`src/rtl/sl_rx_ctrl_if.sv`:
```
// Host/receiver signal bundle for sl_rx_ctrl: config apply handshake, receiver
// config/status taps and the event FIFO read port.
interface sl_rx_ctrl_if #(
  parameter int FIFO_AW = 2
);
  logic              cfg_wr;
  logic [15:0]       cfg_data;
  logic              cfg_busy;
  logic              cfg_done;
  logic              cfg_err;
  logic [15:0]       rx_wr_config_w;
  logic              rx_wr_enable;
  logic [15:0]       rx_config_w;
  logic [15:0]       rx_status_w;
  logic [31:0]       rx_data_w;
  logic              rx_changed;
  logic              rd_en;
  logic [31:0]       rd_data;
  logic [2:0]        rd_flags;
  logic              fifo_empty;
  logic [FIFO_AW:0]  fifo_count;
  logic              ovf;
  logic              irq;
  logic              irq_clr;

  modport slave (
    input  cfg_wr, cfg_data, rx_config_w, rx_status_w, rx_data_w, rx_changed,
           rd_en, irq_clr,
    output cfg_busy, cfg_done, cfg_err, rx_wr_config_w, rx_wr_enable,
           rd_data, rd_flags, fifo_empty, fifo_count, ovf, irq
  );

  modport master (
    output cfg_wr, cfg_data, rx_config_w, rx_status_w, rx_data_w, rx_changed,
           rd_en, irq_clr,
    input  cfg_busy, cfg_done, cfg_err, rx_wr_config_w, rx_wr_enable,
           rd_data, rd_flags, fifo_empty, fifo_count, ovf, irq
  );
endinterface

```
`src/rtl/sl_rx_ctrl.sv`:
```
// Host-side controller for one SL receiver: timed config apply FSM, show-ahead
// event FIFO fed by receiver word events, and interrupt generation.
module sl_rx_ctrl #(
    parameter int FIFO_DEPTH  = 4,
    parameter int FIFO_AW     = 2,
    parameter int TIMEOUT_CYC = 1024
) (
    input logic    clk,
    input logic    rst_n,
    sl_rx_ctrl_if.slave bus
);

    typedef enum logic [1:0] {IDLE, APPLY, DONE, ERR} state_t;

    localparam logic [15:0]      TMO_LAST  = 16'(TIMEOUT_CYC - 1);
    localparam logic [FIFO_AW:0] DEPTH_CNT = (FIFO_AW + 1)'(FIFO_DEPTH);

    state_t      state, state_nx;
    logic [15:0] cfg_q;
    logic [15:0] tmo_cnt;
    logic [5:0]  bq;
    logic        cfg_ok;
    logic        cfg_match;

    assign bq        = bus.cfg_data[6:1];
    assign cfg_ok    = (bq >= 6'd8) && (bq <= 6'd32) && !bq[0];
    assign cfg_match = (bus.rx_config_w == cfg_q);

    always_ff @(posedge clk or negedge rst_n) begin
        if (!rst_n) state <= IDLE;
        else        state <= state_nx;
    end

    always_comb begin
        state_nx = state;
        case (state)
            IDLE:    if (bus.cfg_wr) state_nx = cfg_ok ? APPLY : ERR;
            APPLY:   if (cfg_match) state_nx = DONE;
                     else if (tmo_cnt == TMO_LAST) state_nx = ERR;
            DONE:    state_nx = IDLE;
            ERR:     state_nx = IDLE;
            default: state_nx = IDLE;
        endcase
    end

    always_ff @(posedge clk or negedge rst_n) begin
        if (!rst_n) begin
            cfg_q   <= 16'h0010;
            tmo_cnt <= '0;
        end else if (state == IDLE && bus.cfg_wr && cfg_ok) begin
            cfg_q   <= bus.cfg_data;
            tmo_cnt <= '0;
        end else if (state == APPLY && !cfg_match && tmo_cnt != TMO_LAST) begin
            tmo_cnt <= tmo_cnt + 16'd1;
        end
    end

    assign bus.cfg_busy       = (state == APPLY);
    assign bus.rx_wr_enable   = (state == APPLY);
    assign bus.cfg_done       = (state == DONE);
    assign bus.cfg_err        = (state == ERR);
    assign bus.rx_wr_config_w = cfg_q;

    // Entry layout: {LEF, PEF, WLC, data[31:0]}
    logic [34:0]        mem [FIFO_DEPTH];
    logic [FIFO_AW-1:0] wr_ptr, rd_ptr;
    logic [FIFO_AW:0]   count;
    logic               push_req, push, pop, drop, empty, full;
    logic [34:0]        push_entry, head;
    logic               irq_err;
    logic               irqm;

    always_comb begin
        push_req   = 1'b0;
        push_entry = '0;
        if (bus.rx_changed) begin
            if (bus.rx_status_w[3]) begin
                push_req   = 1'b1;
                push_entry = {1'b0, bus.rx_status_w[4], bus.rx_status_w[0],
                              bus.rx_status_w[0] ? 32'h0 : bus.rx_data_w};
            end else if (bus.rx_status_w[5]) begin
                push_req   = 1'b1;
                push_entry = {3'b100, 32'h0};
            end
        end
    end

    assign empty = (count == '0);
    assign full  = (count == DEPTH_CNT);
    assign pop   = bus.rd_en && !empty;
    // A pop frees the slot this cycle, so a full FIFO still accepts a push alongside it.
    assign push  = push_req && (!full || pop);
    assign drop  = push_req && full && !pop;

    always_ff @(posedge clk) begin
        if (push) mem[wr_ptr] <= push_entry;
    end

    always_ff @(posedge clk or negedge rst_n) begin
        if (!rst_n) begin
            wr_ptr <= '0;
            rd_ptr <= '0;
            count  <= '0;
        end else begin
            if (push) wr_ptr <= wr_ptr + 1'b1;
            if (pop)  rd_ptr <= rd_ptr + 1'b1;
            case ({push, pop})
                2'b10:   count <= count + 1'b1;
                2'b01:   count <= count - 1'b1;
                default: count <= count;
            endcase
        end
    end

    assign head           = mem[rd_ptr];
    assign bus.rd_data    = empty ? 32'h0 : head[31:0];
    assign bus.rd_flags   = empty ? 3'b000 : head[34:32];
    assign bus.fifo_empty = empty;
    assign bus.fifo_count = count;

    assign irqm = bus.rx_config_w[8];

    always_ff @(posedge clk or negedge rst_n) begin
        if (!rst_n) begin
            bus.ovf <= 1'b0;
            irq_err <= 1'b0;
        end else begin
            if (drop)             bus.ovf <= 1'b1;
            else if (bus.irq_clr) bus.ovf <= 1'b0;
            if (irqm && push && (|push_entry[34:32])) irq_err <= 1'b1;
            else if (bus.irq_clr)                     irq_err <= 1'b0;
        end
    end

    assign bus.irq = irqm ? (irq_err | bus.ovf) : (!empty | bus.ovf);

endmodule

```
`src/flat_wrapper.sv`:
```
// flat-port wrapper written by rule: the top's interface ports become plain ports
module sl_rx_ctrl_flat 
#(
    parameter int FIFO_DEPTH  = 4,
    parameter int FIFO_AW     = 2,
    parameter int TIMEOUT_CYC = 1024
)
  (clk, rst_n, bus_cfg_wr, bus_cfg_data, bus_rx_config_w, bus_rx_status_w, bus_rx_data_w, bus_rx_changed, bus_rd_en, bus_irq_clr, bus_cfg_busy, bus_cfg_done, bus_cfg_err, bus_rx_wr_config_w, bus_rx_wr_enable, bus_rd_data, bus_rd_flags, bus_fifo_empty, bus_fifo_count, bus_ovf, bus_irq);
  sl_rx_ctrl_if #(.FIFO_AW(FIFO_AW)) bus_i ();
  input logic clk;
  input logic rst_n;
  input wire logic [$bits(bus_i.cfg_wr)-1:0] bus_cfg_wr;
  input wire logic [$bits(bus_i.cfg_data)-1:0] bus_cfg_data;
  input wire logic [$bits(bus_i.rx_config_w)-1:0] bus_rx_config_w;
  input wire logic [$bits(bus_i.rx_status_w)-1:0] bus_rx_status_w;
  input wire logic [$bits(bus_i.rx_data_w)-1:0] bus_rx_data_w;
  input wire logic [$bits(bus_i.rx_changed)-1:0] bus_rx_changed;
  input wire logic [$bits(bus_i.rd_en)-1:0] bus_rd_en;
  input wire logic [$bits(bus_i.irq_clr)-1:0] bus_irq_clr;
  output wire logic [$bits(bus_i.cfg_busy)-1:0] bus_cfg_busy;
  output wire logic [$bits(bus_i.cfg_done)-1:0] bus_cfg_done;
  output wire logic [$bits(bus_i.cfg_err)-1:0] bus_cfg_err;
  output wire logic [$bits(bus_i.rx_wr_config_w)-1:0] bus_rx_wr_config_w;
  output wire logic [$bits(bus_i.rx_wr_enable)-1:0] bus_rx_wr_enable;
  output wire logic [$bits(bus_i.rd_data)-1:0] bus_rd_data;
  output wire logic [$bits(bus_i.rd_flags)-1:0] bus_rd_flags;
  output wire logic [$bits(bus_i.fifo_empty)-1:0] bus_fifo_empty;
  output wire logic [$bits(bus_i.fifo_count)-1:0] bus_fifo_count;
  output wire logic [$bits(bus_i.ovf)-1:0] bus_ovf;
  output wire logic [$bits(bus_i.irq)-1:0] bus_irq;
  assign bus_i.cfg_wr = bus_cfg_wr;
  assign bus_i.cfg_data = bus_cfg_data;
  assign bus_i.rx_config_w = bus_rx_config_w;
  assign bus_i.rx_status_w = bus_rx_status_w;
  assign bus_i.rx_data_w = bus_rx_data_w;
  assign bus_i.rx_changed = bus_rx_changed;
  assign bus_i.rd_en = bus_rd_en;
  assign bus_i.irq_clr = bus_irq_clr;
  assign bus_cfg_busy = bus_i.cfg_busy;
  assign bus_cfg_done = bus_i.cfg_done;
  assign bus_cfg_err = bus_i.cfg_err;
  assign bus_rx_wr_config_w = bus_i.rx_wr_config_w;
  assign bus_rx_wr_enable = bus_i.rx_wr_enable;
  assign bus_rd_data = bus_i.rd_data;
  assign bus_rd_flags = bus_i.rd_flags;
  assign bus_fifo_empty = bus_i.fifo_empty;
  assign bus_fifo_count = bus_i.fifo_count;
  assign bus_ovf = bus_i.ovf;
  assign bus_irq = bus_i.irq;
  sl_rx_ctrl #(.FIFO_DEPTH(FIFO_DEPTH), .FIFO_AW(FIFO_AW), .TIMEOUT_CYC(TIMEOUT_CYC)) u_core (.clk(clk), .rst_n(rst_n), .bus(bus_i));
endmodule
```
`config.mk`:
```
export PLATFORM = sky130hd
export DESIGN_NAME = sl_rx_ctrl_flat
export DESIGN_NICKNAME = d
export VERILOG_FILES = /design/src/rtl/sl_rx_ctrl_if.sv /design/src/rtl/sl_rx_ctrl.sv /design/src/flat_wrapper.sv
export SDC_FILE = /design/constraint.sdc
export NUM_CORES = 1
export LEC_CHECK = 0
export ABC_AREA = 1
export CAP_MARGIN = 20
export CORE_MARGIN = 2
export CORE_UTILIZATION = 28
export DETAILED_ROUTE_END_ITERATION = 10
export SLEW_MARGIN = 0
export SYNTH_ARGS = -nofsm -noshare
export SYNTH_HDL_FRONTEND = slang
export SYNTH_SLANG_ARGS = --single-unit
```
`constraint.sdc`:
```
create_clock -name clk -period 2.55 [get_ports clk]
set_input_delay 0.3825 -clock clk [delete_from_list [all_inputs] [get_ports clk]]
set_output_delay 0.3825 -clock clk [all_outputs]
set_load 0.02 [all_outputs]
```
Word level (Yosys, flattened, before mapping)
Memories as Yosys holds them, arrays and structs flattened.
Index checks and enable logic that the tools add are counted.
W data, S select, Z words.
{"block": "word_totals", "reg_bits": 43, "latch_bits": 0, "mem_bits_rw": 140, "romBits": 0, "inputBits": 86, "out_inout_bits": 61, "n_memories": 1}
{"block": "op_classes", "add_sub_neg": 5, "n_mul": 0, "div_mod_pow": 0, "magnitude_cmp": 2, "eq_ne": 11, "shifts": 0, "muxes": 23, "bitwise": 2, "reduce_logical": 27}
{"name": "u_core.mem", "words": 4, "width": 35, "rd": 1, "rd_clocked_by_memory_dff": 0, "write_ports": 1, "line": "sl_rx_ctrl.sv:65", "source": "logic [34:0] mem [FIFO_DEPTH];"}
{"cell": "$mux W35", "count": 3}
{"cell": "$mux W32", "count": 2}
{"cell": "$mux W16", "count": 2}
{"cell": "$add A16 B1 Y16 const B", "count": 1}
{"cell": "$eq A16 B10 Y1 const B", "count": 1}
{"cell": "$eq A16 B16 Y1", "count": 1}
{"cell": "$ne A16 B10 Y1 const B", "count": 1}
{"cell": "$logic_and A1 B1 Y1", "count": 12}
{"cell": "$mux W1", "count": 9}
{"cell": "$mux W2", "count": 4}
{"cell": "$reduce_bool A2 Y1", "count": 4}
{"cell": "$eq A2 B2 Y1 const B", "count": 3}
{"cell": "$ge A6 B4 Y1 const B", "count": 1}
{"cell": "$le A6 B6 Y1 const B", "count": 1}
{"cell": "$pmux W2 S3", "count": 1}
{"cell": "$pmux W3 S2", "count": 1}
{"cell": "$logic_not A1 Y1", "count": 5}
{"cell": "$add A2 B1 Y2 const B", "count": 2}
{"cell": "$eq A2 B1 Y1 const B", "count": 2}
{"cell": "$add A3 B1 Y3 const B", "count": 1}
{"cell": "$eq A3 B3 Y1 const B", "count": 1}
{"cell": "$logic_not A3 Y1", "count": 1}
{"cell": "$mux W3", "count": 1}
{"cell": "$ne A3 B1 Y1 const B", "count": 1}
{"cell": "other kinds (8)", "count": 9}

Longest topological paths before layout
{"block": "depth", "word_depth": 8, "depth_mapped": 11, "depth_no_buf": 10}

Worst setup path before layout
OpenSTA, ideal clock, no wires.
{"block": "synth_path", "path_kind": "flip-flop to flip-flop", "startpoint": "register u_core.count[0] (netlist: u_core.bus.fifo_count[0])", "endpoint": "memory u_core.mem[0][0] (enable)", "setup_ps": 427, "arrival_ps": 2349, "required_time_ps": 2123, "slack_ps": -227, "path_stages_with_launch": 5, "path_buffers": 0, "path_cell_list": "dfrtp_1 -> nor2_1 -> nand3_1 -> nand2_1 -> nor2_1"}
{"block": "synth_via", "elab_chain_cells": 7, "elab_cells_between_ends": 9, "cone_classes": "eq/ne (1); mux (2); reduce/logical (6)"}
{"item": "start, declared", "line": "sl_rx_ctrl.sv:67", "source": "logic [FIFO_AW:0] count;"}
{"item": "start signal, assigned", "line": "sl_rx_ctrl.sv:108", "source": "2'b10: count <= count + 1'b1;"}
{"item": "start signal, assigned", "line": "sl_rx_ctrl.sv:109", "source": "2'b01: count <= count - 1'b1;"}
{"item": "start signal, assigned", "line": "sl_rx_ctrl.sv:110", "source": "default: count <= count;"}
{"item": "$logic_not A3 Y1", "line": "sl_rx_ctrl.sv:88", "source": "assign empty = (count == '0);"}
{"item": "$logic_not A1 Y1", "line": "sl_rx_ctrl.sv:90", "source": "assign pop = bus.rd_en && !empty;"}
{"item": "$logic_and A1 B1 Y1", "line": "sl_rx_ctrl.sv:90"}
{"item": "$logic_or A1 B1 Y1 *", "line": "sl_rx_ctrl.sv:92", "source": "assign push = push_req && (!full || pop);"}
{"item": "$logic_and A1 B1 Y1 *", "line": "sl_rx_ctrl.sv:92"}
{"item": "$mux W1 *", "line": "sl_rx_ctrl.sv:96", "source": "if (push) mem[wr_ptr] <= push_entry;"}
{"item": "$mux W1 (implied by the code) *", "line": "sl_rx_ctrl.sv:96"}
{"item": "end, declared", "line": "sl_rx_ctrl.sv:65"}
Every way passes the cells marked *; elsewhere a longest branch is shown, timed or not.

Worst setup path in the final report
{"block": "layout_path", "startpoint": "register u_core.rd_ptr[0]", "endpoint": "output port bus_rd_data[11]"}
{"block": "layout_via", "elab_chain_cells": 2}
{"item": "start, declared", "line": "sl_rx_ctrl.sv:66", "source": "logic [FIFO_AW-1:0] wr_ptr, rd_ptr;"}
{"item": "start signal, assigned", "line": "sl_rx_ctrl.sv:106", "source": "if (pop) rd_ptr <= rd_ptr + 1'b1;"}
{"item": "$mem_v2 Z4 W35"}
{"item": "$mux W32", "line": "sl_rx_ctrl.sv:116", "source": "assign bus.rd_data = empty ? 32'h0 : head[31:0];"}
{"item": "end, declared", "line": "flat_wrapper.sv:25", "source": "output wire logic [$bits(bus_i.rd_data)-1:0] bus_rd_data;"}
No other way between the ends.

==> flow_summary.rst <==
.. list-table::
   :header-rows: 1

   * - Metric
     - Value
   * - Status
     - completed
   * - Boundary Pins
     - 147
   * - VDD IR-drop max
     - 0.4472 mV
   * - CTS clk-pin slew, worst paths
     - 0.08 ns
   * - Worst Path Required
     - 2.17 ns
   * - Mean routed wirelength per cell
     - 14.01 um
   * - Post-synthesis cell type with the largest combined area
     - edfxtp_1
   * - Number of levels in the clock H-tree
     - 4
   * - Critical R2R Launch
     - u_core.bus.fifo_count[1]
   * - Critical Path Max Stage Delay
     - 0.44 ns
   * - Share of synthesized flip-flops with an asynchronous set or reset
     - 0.2350
   * - Via count of the first global-routing pass
     - 6095
   * - Routed vias/inst
     - 4.365
   * - Number of sinks driven by the clock tree
     - 183
   * - Fraction of final layout cells with drive strength greater than 1
     - 0.08179
   * - Number of buffers and inverters on the critical path
     - 2
   * - Net count after synthesis
     - 963
   * - Maximum Capacitance Violations
     - 0
   * - Buffer depth of the longest clock path
     - 2
   * - Core Box Area
     - 29480 um2
   * - Unrepaired setup endpoints after global routing
     - false
   * - Library cell used as clock root buffer
     - clkbuf_16
   * - Arrival time at the worst endpoint
     - 2.03 ns
   * - Worst slack at placement
     - 0.2870 ns
   * - Area after DPL
     - 10340 um2
   * - Pin count of the biggest net entering global routing
     - 39
   * - TritonCTS buffer count
     - 17
   * - Number of pins exceeding their max-slew limit in the final report
     - 0
   * - Gate count of the mapped netlist
     - 870
   * - Die extent in y
     - 176.7 um
   * - Clk_skew
     - 0.01608 ns
   * - Capturing element type of the critical path
     - primary output
   * - Final worst path period share
     - 0.9456
   * - Layout overhead on the synthesized area
     - 31.28%
   * - Commonest cells in the netlist
     - nor2_1 (230), edfxtp_1 (140), nand2_1 (106)
   * - Cell area after technology mapping
     - 8352 um2
   * - Critical path startpoint category
     - flip-flop
   * - Pwr per Cell Area
     - 1103 nW/um2
   * - Smallest hold slack
     - 0.4477 ns
   * - HPWL after detailed placement
     - 12860 um
   * - Initial standard-cell utilization of the core
     - 0.2833
   * - Final setup violation count
     - 0
   * - Most common cell in the synthesized netlist
     - nor2_1
   * - Post-layout min period
     - 2.411 ns
   * - Number of unique standard cell types used by synthesis
     - 30
   * - Hold Violations, Final
     - 0
   * - Startpoint of the most critical setup path
     - u_core.rd_ptr[0]
   * - Crit path max fanout
     - 16
   * - Residual antenna-violating net count after detailed routing
     - 0
   * - Gr ovfl total
     - 0
   * - Worst slew margin
     - 0.6710
   * - Number of synthesized register bits
     - 183
   * - Power consumption
     - 0.01209 W
   * - Achievable Freq
     - 414.7 MHz
   * - CTS tree
     - done
   * - Number of core rows
     - 63
   * - Die outline area
     - 31220 um2
   * - X dimension of the die
     - 176.7 um
   * - Post-synth top flop
     - edfxtp_1
   * - DRC violation total after the first TritonRoute iteration
     - 403
   * - WL final
     - 19870 um
   * - Actual transition at the worst max-transition pin
     - 0.4936 ns
   * - Clock latency at the later pin of the worst-skew pair
     - 0.44 ns
   * - Global router's overall resource usage
     - 0.1293
   * - Classification of the worst setup path
     - flip-flop to primary output
   * - Post-Layout Inst Area
     - 10960 um2
   * - Post-Syn Area per Cell
     - 9.600 um2
   * - Gp weighted congestion
     - 0.7833
   * - Count of TritonRoute iterations in the first routing pass
     - 4
   * - Placed Cells incl. Taps
     - 1384
   * - Critical path's top delay family
     - buffers and inverters
   * - Quantity of I/O buffers inserted on ports
     - 134
   * - Cell mode on critical path
     - nor2_1
   * - Post-CTS setup-driven buffer insertion count
     - 0
   * - Vias
     - 6189
   * - Nets
     - 1107
   * - Ranking of synthesized cells by area
     - edfxtp_1 (50%), dfrtp_1 (13%), nor2_1 (10%), nand2_1 (4.8%), o21ai_0 (4.7%)
   * - Crit path max-delay cell type
     - dfrtp_2
   * - Cell-by-cell listing of the critical path
     - buf_4 -> nor2_1 -> nor2_1 -> o21ai_0 -> a21oi_1 -> dlygate4sd2_1
   * - Seq/Total Area, Yosys
     - 0.6324
   * - Global-route wire length before repair
     - 31450 um
   * - Antenna violations before repair
     - 1
   * - Final worst-path setup slack
     - 0.1388 ns
   * - Yosys warning count
     - 0
   * - DRC violation count after routing
     - 0
   * - Worst min-delay path category
     - primary input to asynchronous set/reset pin
   * - Area share of the largest cell type after synthesis
     - 0.5034
   * - Final cell count without fillers
     - 1418
   * - Number of synthesized flops with an enable pin
     - 140
   * - Leakage power
     - 4.546 nW
worst paths after layout:
path                            slack (ns)                           end  cells after the start
worst max register to register        0.49      u_core.bus.fifo_count[2]                     11
max in group asynchronous             1.45  u_core.bus.rx_wr_config_w[4]                      3
min in group clk                      0.50  u_core.bus.rx_wr_config_w[4]                      2
worst min register to register        0.50  u_core.bus.rx_wr_config_w[4]                      2
worst max-delay path                  0.14               bus_rd_data[11]                      6
worst min-delay path                  0.45               u_core.state[1]                      2
sequential cells by signal, indices dropped and copies added (netlist names):
register,count
u_core.irq_err,1
u_core.mem,140
u_core.state,2
u_core.bus.rx_wr_config_w,16
u_core.rd_ptr,2
u_core.tmo_cnt,16
u_core.wr_ptr,2
u_core.bus.ovf,1
u_core.bus.fifo_count,3
power breakdown:
| group | internal [W] | total [W] | switching (W) |
|---|---|---|---|
| clock | 0.00138 | 0.00279 | 0.00141 |
| sequential | 0.00384 | 0.00412 | 0.000282 |
| combinational | 0.00196 | 0.00518 | 0.00323 |
| total | 0.00717 | 0.0121 | 0.00492 |
area by class of cell:
class                           instances  area [um2]
Clock buffer                           17       425.4
Antenna cell                            1       2.502
Fill cell                            2924       18520
Clock inverter                         15       209.0
Timing Repair Buffer                  164        1637
Tap cell                              390       488.0
Multi-Input combinational cell        547        2539
Inverter                              101       381.6
Sequential cell                       183        5283
placed cells by master, fill, tap and decap left out, types with 4 or more instances in the layout:
cell | synthesis | layout
nand4_1 | 20 | 20
edfxtp_1 | 140 | 140
nand3_1 | 23 | 22
o21ai_0 | 78 | 78
inv_6 | 0 | 4
xor2_1 | 8 | 8
nor2_1 | 230 | 226
nor2_4 | 3 | 7
dfrtp_1 | 42 | 41
o21ai_1 | 6 | 6
nand2_1 | 106 | 106
ha_1 | 6 | 6
inv_12 | 0 | 5
buf_12 | 0 | 8
xnor2_1 | 5 | 5
inv_1 | 97 | 97
clkinv_8 | 0 | 5
buf_4 | 2 | 19
a21oi_1 | 49 | 49
dlygate4sd2_1 | 0 | 34
clkdlybuf4s50_1 | 0 | 96
clkbuf_16 | 0 | 17
stage by stage:
step                      utilization  TNS [ns]
after floorplan                     -    -31.74
after global placement         0.3508         0
after detailed placement       0.3508         0
after CTS                      0.3716         0
after global routing           0.3718         0
final                          0.3719         0
per-layer routing:
metal  share of wire  track usage
met3           0.060      0.03458
met2            0.48       0.2248
met5               0            0
met4          0.0071      0.02824
met1            0.45       0.1608
cell families after synthesis:
kind of cell	count (synthesis)	share of synthesized area
AOI/OAI and AO/OA	135	0.08150
xor gates and xnor gates	13	0.01363
adders and majority gates	7	0.01139
buffers and inverters	140	0.06786
DFF	183	0.6324
and+or+nand+nor	392	0.1933
timing repair:
item | 4_1_cts | 5_1_grt
hold buffers | 1 | 0
endpoints found under the setup margin | 35 | 3
endpoints found under the hold margin | 18 | 0
resized for setup | 37 | 3
Power figures use the tool's default switching activity.
